File: config.mk
export PLATFORM = sky130hd
export DESIGN_NAME = axi_lite_write_manager
export DESIGN_NICKNAME = d
export VERILOG_FILES = /design/src/rtl/axi_lite_write_manager.sv
export SDC_FILE = /design/constraint.sdc
export NUM_CORES = 1
export LEC_CHECK = 0
export CAP_MARGIN = 10
export CORE_MARGIN = 5
export CORE_UTILIZATION = 25
export DETAILED_ROUTE_END_ITERATION = 16
export PLACE_DENSITY = 0.48
export SYNTH_ARGS = -nofsm -noshare
export SYNTH_HDL_FRONTEND = slang
export SYNTH_SLANG_ARGS = --single-unit
export TNS_END_PERCENT = 30
File: constraint.sdc
create_clock -name aclk -period 4.4 [get_ports aclk]
set_input_delay 1.1 -clock aclk [delete_from_list [all_inputs] [get_ports aclk]]
set_output_delay 1.1 -clock aclk [all_outputs]
set_load 0.005 [all_outputs]
File: src/rtl/axi_lite_write_manager.sv
// AXI4-Lite write subordinate: captures AW and W, updates a bank of NUM_REGS registers, returns B.
// Define AXI_LITE_WRITE_STROBE_EN to honour write_data_strobe per byte lane; otherwise writes replace the whole word.
module axi_lite_write_manager #(
    parameter int ADDRESS_SIZE = 32,
    parameter int DATA_SIZE    = 32,
    parameter int WRITE_STROBE = DATA_SIZE / 8,
    parameter int NUM_REGS     = 4
) (
    input  logic                          aclk,
    input  logic                          areset,
    input  logic [ADDRESS_SIZE-1:0]       write_address,
    input  logic                          write_address_valid,
    output logic                          write_address_ready,
    input  logic [DATA_SIZE-1:0]          write_data,
    input  logic [WRITE_STROBE-1:0]       write_data_strobe,
    input  logic                          write_data_valid,
    output logic                          write_data_ready,
    output logic [1:0]                    write_response,
    output logic                          write_response_valid,
    input  logic                          write_response_ready,
    output logic [NUM_REGS*DATA_SIZE-1:0] register_data,
    output logic [NUM_REGS-1:0]           register_write_pulse
);
    localparam int LANE_BITS = $clog2(WRITE_STROBE);
    localparam int IDX_BITS  = $clog2(NUM_REGS);
    localparam logic [ADDRESS_SIZE-1:0] ADDR_LIMIT = ADDRESS_SIZE'(NUM_REGS * WRITE_STROBE);

    typedef enum logic [1:0] {INIT, IDLE, WRITE, RESP} state_t;

    state_t                  state_q;
    logic [ADDRESS_SIZE-1:0] addr_q;
    logic [DATA_SIZE-1:0]    data_q;
    logic [DATA_SIZE-1:0]    regs_q [NUM_REGS];
    logic [NUM_REGS-1:0]     pulse_q;
    logic                    awReady_q;
    logic                    wReady_q;
    logic                    bValid_q;
    logic [1:0]              bResp_q;

    logic                    awFire;
    logic                    wFire;
    logic                    inRange;
    logic [IDX_BITS-1:0]     regIndex;
    logic [DATA_SIZE-1:0]    word_d;

`ifdef AXI_LITE_WRITE_STROBE_EN
    logic [WRITE_STROBE-1:0] strobe_q;
`else
    logic                    unusedStrobe;
    assign unusedStrobe = ^write_data_strobe;
`endif

    assign awFire   = write_address_valid && awReady_q;
    assign wFire    = write_data_valid && wReady_q;
    assign regIndex = addr_q[LANE_BITS +: IDX_BITS];
    assign inRange  = (addr_q < ADDR_LIMIT);

    // Merge the captured data into the addressed register's current contents.
    always_comb begin
        word_d = regs_q[regIndex];
`ifdef AXI_LITE_WRITE_STROBE_EN
        for (int b = 0; b < WRITE_STROBE; b++) begin
            if (strobe_q[b]) begin
                word_d[b*8 +: 8] = data_q[b*8 +: 8];
            end
        end
`else
        word_d = data_q;
`endif
    end

    always_ff @(posedge aclk) begin
        if (areset) begin
            state_q   <= INIT;
            addr_q    <= '0;
            data_q    <= '0;
            pulse_q   <= '0;
            awReady_q <= 1'b0;
            wReady_q  <= 1'b0;
            bValid_q  <= 1'b0;
            bResp_q   <= 2'b00;
`ifdef AXI_LITE_WRITE_STROBE_EN
            strobe_q  <= '0;
`endif
            for (int k = 0; k < NUM_REGS; k++) begin
                regs_q[k] <= '0;
            end
        end else begin
            case (state_q)
                INIT: begin
                    state_q   <= IDLE;
                    awReady_q <= 1'b1;
                    wReady_q  <= 1'b1;
                end
                IDLE: begin
                    if (awFire) begin
                        addr_q    <= write_address;
                        awReady_q <= 1'b0;
                    end
                    if (wFire) begin
                        data_q   <= write_data;
`ifdef AXI_LITE_WRITE_STROBE_EN
                        strobe_q <= write_data_strobe;
`endif
                        wReady_q <= 1'b0;
                    end
                    // A dropped ready means that channel was captured on an earlier edge.
                    if ((awFire || !awReady_q) && (wFire || !wReady_q)) begin
                        state_q <= WRITE;
                    end
                end
                WRITE: begin
                    if (inRange) begin
                        regs_q[regIndex] <= word_d;
                        pulse_q          <= NUM_REGS'(1) << regIndex;
                        bResp_q          <= 2'b00;
                    end else begin
                        pulse_q <= '0;
                        bResp_q <= 2'b10;
                    end
                    bValid_q <= 1'b1;
                    state_q  <= RESP;
                end
                RESP: begin
                    pulse_q <= '0;
                    if (write_response_ready) begin
                        bValid_q  <= 1'b0;
                        awReady_q <= 1'b1;
                        wReady_q  <= 1'b1;
                        state_q   <= IDLE;
                    end
                end
                default: begin
                    state_q <= INIT;
                end
            endcase
        end
    end

    assign write_address_ready  = awReady_q;
    assign write_data_ready     = wReady_q;
    assign write_response       = bResp_q;
    assign write_response_valid = bValid_q;
    assign register_write_pulse = pulse_q;

    for (genvar k = 0; k < NUM_REGS; k++) begin : g_regOut
        assign register_data[k*DATA_SIZE +: DATA_SIZE] = regs_q[k];
    end

endmodule

# Word level (Yosys, flattened, before mapping)
# Memory sizes are Yosys's and may differ from the RTL's.
# Index checks and enable logic that the tools add are counted.
dict set report word_totals {
  reg_bits 75
  latchBits 0
  ramBits 128
  rom_bits 0
  in_bits 73
  output_inout_bits 137
  elab_cells 57
  n_memories 1
}
# name depth word_bits read_ports rd_ports_with_merged_regs wr line
set mem_list {}
lappend mem_list {regs_q 4 32 4 0 4 33} ;# logic [DATA_SIZE-1:0] regs_q [NUM_REGS];
dict set report classes {
  n_addsub 0
  multipliers 0
  div 0
  n_lt_le_gt_ge 1
  eq_ne 7
  n_shift 1
  muxes 22
  bitwise 0
  reduce_logical 17
}
# op count
set op_table {}
lappend op_table {{less-than comparator 32 x 5 -> 1 bit, second input constant} 1}
lappend op_table {{2-to-1 mux 32 bit} 1}
lappend op_table {{OR reduction 32 bit} 1}
lappend op_table {{2-to-1 mux 1 bit} 11}
lappend op_table {{2-to-1 mux 2 bit} 4}
lappend op_table {{inequality test 2 bit, second input constant} 4}
lappend op_table {{one-hot mux 2 bit (4 select lines)} 1}
lappend op_table {{one-hot mux 4 bit (2 select lines)} 1}
lappend op_table {{AND reduction 2 bit} 4}
lappend op_table {{one-hot mux 1 bit (3 select lines)} 2}
lappend op_table {{AND reduction 3 bit} 2}
lappend op_table {{equality test 2 bit, second input constant} 2}
lappend op_table {{2-to-1 mux 4 bit} 1}
lappend op_table {{left shift 1 x 2 -> 4 bit, first input constant} 1}
lappend op_table {{logical AND 1 bit} 3}
lappend op_table {{nonzero test 3 bit} 1}
lappend op_table {{equality test 2 x 1 -> 1 bit, second input constant} 1}
lappend op_table {{logical NOT 1 bit} 2}
lappend op_table {{logical NOT 2 bit} 1}
lappend op_table {{logical OR 1 bit} 2}
lappend op_table {{one-hot mux 1 bit (2 select lines)} 1}
lappend op_table {{nonzero test 2 bit} 1}

# Depth between registers and ports, before layout
dict set report logic_depth {
  depth_word 7
  ltp_mapped 7
  mapped_depth_nobuf 6
}

# Least setup slack after synthesis
# No wires, ideal clock.
dict set report synth_path {
  kind {reg2reg}
  from {reg addr_q[25]}
  to {mem regs_q[0][0], enable pin}
  setup_ns 0.428
  t_arrival_ns 3.124
  required_time_ns 3.972
  slack_ns 0.848
  stages_incl_launch_ff 6
  path_buffers 1
  synth_period_minus_slack_ns 3.552
  path_cell_list {dfxtp_1 -> or4_4 -> or3_1 -> or3_1 -> buf_6 -> o21bai_1}
}
# item line
set synth_lines {}
lappend synth_lines {{start, declared} 31} ;# logic [ADDRESS_SIZE-1:0] addr_q;
lappend synth_lines {{start signal, assigned} 97} ;# addr_q <= write_address;
lappend synth_lines {{end, declared} 33}

==> PnR_summary.wiki <==
{| class="wikitable"
! Metric !! Value
|-
| Status || complete, no violations
|-
| Global-route wire length before repair || ~32,000 µm
|-
| Met2 wire length || 9930 µm
|-
| Power Density || 470 nW/µm²
|-
| Largest fanout of any net on the critical path || 18
|-
| Clock root buffer master || clkbuf_16
|-
| Maximum number of pins on one net before global-route repair || 76
|-
| Detailed-routing wirelength on met1 || approximately 10,000 µm
|-
| Fmax || 0.326 GHz
|-
| Finished layout cell area || 10,400 µm²
|-
| Initial core utilization || 25.2%
|-
| Global placer's final weighted congestion || 0.731
|-
| Total track usage || between 10% and 20%
|-
| Data arrival time of the critical path || 3.18 ns
|-
| Dominant register cell in the synthesized netlist || edfxtp_1
|-
| Clock-pin transition on the worst setup and hold timing paths || approximately 0.08 ns
|-
| Number of warnings reported in the yosys synthesis log || 0
|-
| Unique masters post-synth || 35
|-
| Class of the tightest hold or removal check || reg2reg
|-
| Die span in x || 182 µm
|-
| Number of resized instances in the post-cts repair step || 0
|-
| Endpoints failing setup || 0
|-
| Count of flip-flops with a built-in enable after synthesis || 128
|-
| Post-layout nets || 919
|-
| Number of sinks handled by clock tree synthesis || 200
|-
| Synth Area per Inst || 11.4 µm²
|-
| MaxCap Viol Count || 0
|-
| Number of max-slew violations in the final report || 0
|-
| Top-level I/O count || 210
|-
| Number of buffer cells added on primary ports || 202
|-
| Total number of vias || 5,184
|-
| Clock tree from TritonCTS || yes
|-
| Worst Setup Start Kind || flop
|-
| Post-synthesis instance area || 7430 µm²
|-
| Setup skew after layout || 0.0156 ns
|-
| Number of filler cells placed in the layout || 2,984
|-
| Gate count after technology mapping || 653
|-
| Total Die Area || between 30,000 and 40,000 µm²
|-
| # hold bufs at CTS || 0
|-
| Highest routed layer || met4
|-
| Register area || 5290 µm²
|-
| Category of the critical setup timing path || reg2reg
|-
| Post-synthesis sequential area ratio || 71.2%
|-
| Least-Margin Pin Slew || 1.07 ns
|-
| Placement row count || 63
|-
| Static Leak || about 3.5 nW
|-
| Share of final-layout standard cells stronger than drive strength 1 || 9.94%
|-
| Global route total overflow || 0
|-
| Vias per inst || 4.16
|-
| Kind of end point of the critical path || flop
|-
| Count of unresolved DRC violations after routing || 0
|-
| Post-layout min period || 3.07 ns
|-
| Maximum vdd drop || between 0.3 and 0.4 mV
|-
| Asr flop ratio synth || 0%
|-
| Buffers inserted during post-CTS setup optimization || 0
|-
| DRT Pass-1 Iters || 4
|-
| Final critical-path setup slack || approximately 1.3 ns
|-
| Vias in the first global route || between 5k and 6k
|-
| H-tree depth || 4
|-
| Multi-input logic area || just under 2000 µm²
|-
| FF+latch count, synth || 200
|-
| Antenna Violating Nets Remaining || 0
|-
| Core Footprint || around 30,000 µm²
|-
| Number of nets in the synthesized netlist || between 700 and 800
|-
| Signed area change from the synthesized netlist to the final layout || 40.5%
|-
| Die Span Y || about 180 µm
|-
| Total length of routed met3 wires || 1180 µm
|-
| Wirelength per Cell || 17.3 µm
|-
| Tcrit/Tclk final || 69.7%
|-
| DP Worst Slack || ~1.3 ns
|-
| Setup repair after global routing missed its margin || false
|-
| Final Hold Fails || 0
|-
| DRC violation total after the first TritonRoute iteration || ~320
|-
| Number of antenna violations at the first check in global routing || 0
|-
| Required time of the worst setup path || 4.51 ns
|-
| Total negative slack for setup checks || 0 ns
|-
| Normalized max-slew margin || just under 30%
|-
| Placed wire-length estimate after detailed placement || 13,900 µm
|-
| TritonCTS Buffers || 17
|-
| Tot Pwr || 4.91 mW
|-
| Worst-skew pair later-pin latency || 0.43 ns
|-
| Clock tree buffer depth || 2
|-
| Final Routed Wirelength || 21,600 µm
|-
| Post-Place Cell Area || 9840 µm²
|-
| Inserted Diodes || 0
|}
## synth_stat cells (all sizes together) (2+ instances only)
cell | number | area [µm²]
nand2 | 163 | 612
nor2 | 131 | 637
edfxtp | 128 | 3840
dfxtp | 72 | 1440
a21oi | 66 | 330
clkbuf | 29 | 109
buf | 12 | 108
o21ai | 7 | 35.0
nor4 | 6 | 37.5
inv | 5 | 18.8
ha | 4 | 50.1
or3 | 4 | 25.0
nand2b | 3 | 18.8
o21bai | 3 | 22.5
or4 | 3 | 26.3
a311oi | 2 | 17.5
and3 | 2 | 12.5
nand3 | 2 | 10.0
nor2b | 2 | 12.5
nor3 | 2 | 10.0
## area by class of cell
| class | count | area share, % |
|---|---|---|
| flip-flops and latches | 200 | 50.6 |
| multi-input cells | 407 | 18.8 |
| repair buffers | 211 | 20.0 |
| clock inverters | 14 | 1.47 |
| well taps | 390 | 4.68 |
| inverters | 5 | 0.180 |
| clock buffers | 18 | 4.21 |
## where the power goes
group          leakage [nW]  internal, mW  switching, mW  total, mW
clock network         0.291         0.779          0.799       1.58
logic                  1.27         0.348          0.769       1.12
registers              1.91          2.15         0.0681       2.21
total                  3.47          3.27           1.64       4.91
## registers in the layout, summed over array words and instances, names as in the netlist
register              cells
write_data_ready          1
write_response_valid      1
register_write_pulse      4
write_response            1
write_address_ready       1
addr_q                   30
data_q                   32
state_q                   2
regs_q                  128
## worst max-delay path, cell delays in order, from the launching register on
cell and delay (ns):
dfxtp_1 0.32, nor4_1 0.38, nand4_1 0.26, or4_2 0.77, o21bai_4 0.61, buf_4 0.39
## stage by stage
stage	hold WS [ns]	utilization [%]	std cells
5_1_grt	0.473	35.4	1245
3_5_place_dp	0.446	33.4	1213
6_report	0.455	35.4	1245
4_1_cts	0.458	35.4	1245
2_1_floorplan	0.436	-	653
3_3_place_gp	0.442	33.4	1213
## placed cells by master (no fill, tap or decap), types with 2 or more instances in the layout
| master | synthesis | final |
|---|---|---|
| a21oi_1 | 66 | 66 |
| nor2_2 | 16 | 16 |
| nor4_1 | 6 | 6 |
| clkinv_4 | 0 | 2 |
| ha_1 | 4 | 4 |
| a311oi_1 | 2 | 2 |
| nor2_1 | 101 | 100 |
| nor2b_1 | 2 | 2 |
| edfxtp_1 | 128 | 128 |
| nand2b_1 | 3 | 3 |
| nor3_1 | 2 | 2 |
| o21bai_4 | 0 | 3 |
| or3_1 | 4 | 2 |
| o21ai_0 | 7 | 7 |
| clkbuf_16 | 0 | 17 |
| dfxtp_1 | 72 | 72 |
| inv_8 | 0 | 2 |
| nor2_4 | 14 | 15 |
| nand2_1 | 163 | 163 |
| or4_2 | 0 | 2 |
| clkinv_8 | 0 | 4 |
| inv_1 | 5 | 5 |
| inv_6 | 0 | 5 |
| clkdlybuf4s50_1 | 0 | 201 |
| buf_4 | 1 | 10 |
## final timing paths
check             start            end  slack (ns)  cells after the start
min          addr_q[28]     addr_q[28]        0.45                      2
max reg2reg  addr_q[30]  regs_q[1][28]        1.33                      5
min reg2reg  addr_q[28]     addr_q[28]        0.45                      2
max          addr_q[30]  regs_q[1][28]        1.33                      5
## logic make-up (layout without fill, tap and decap cells)
family | after synthesis | count (layout) | share of synthesized area (%)
AOI/OAI and AO/OA | 82 | 82 | 5.91
DFF | 200 | 200 | 71.2
buffers and inverters | 46 | 248 | 3.17
adders and majority gates | 4 | 4 | 0.674
other | 1 | 1 | 0.0505
and+or+nand+nor | 320 | 320 | 19.0
## metal layers
layer / vias to the layer above / GRT usage (%)
li1: 2577 / -
met1: 2439 / 18.0
met2: 157 / 20.3
met3: 11 / 3.23
met4: 0 / 2.61
met5: - / 0
Note: power is estimated with default switching activity, not from simulation.
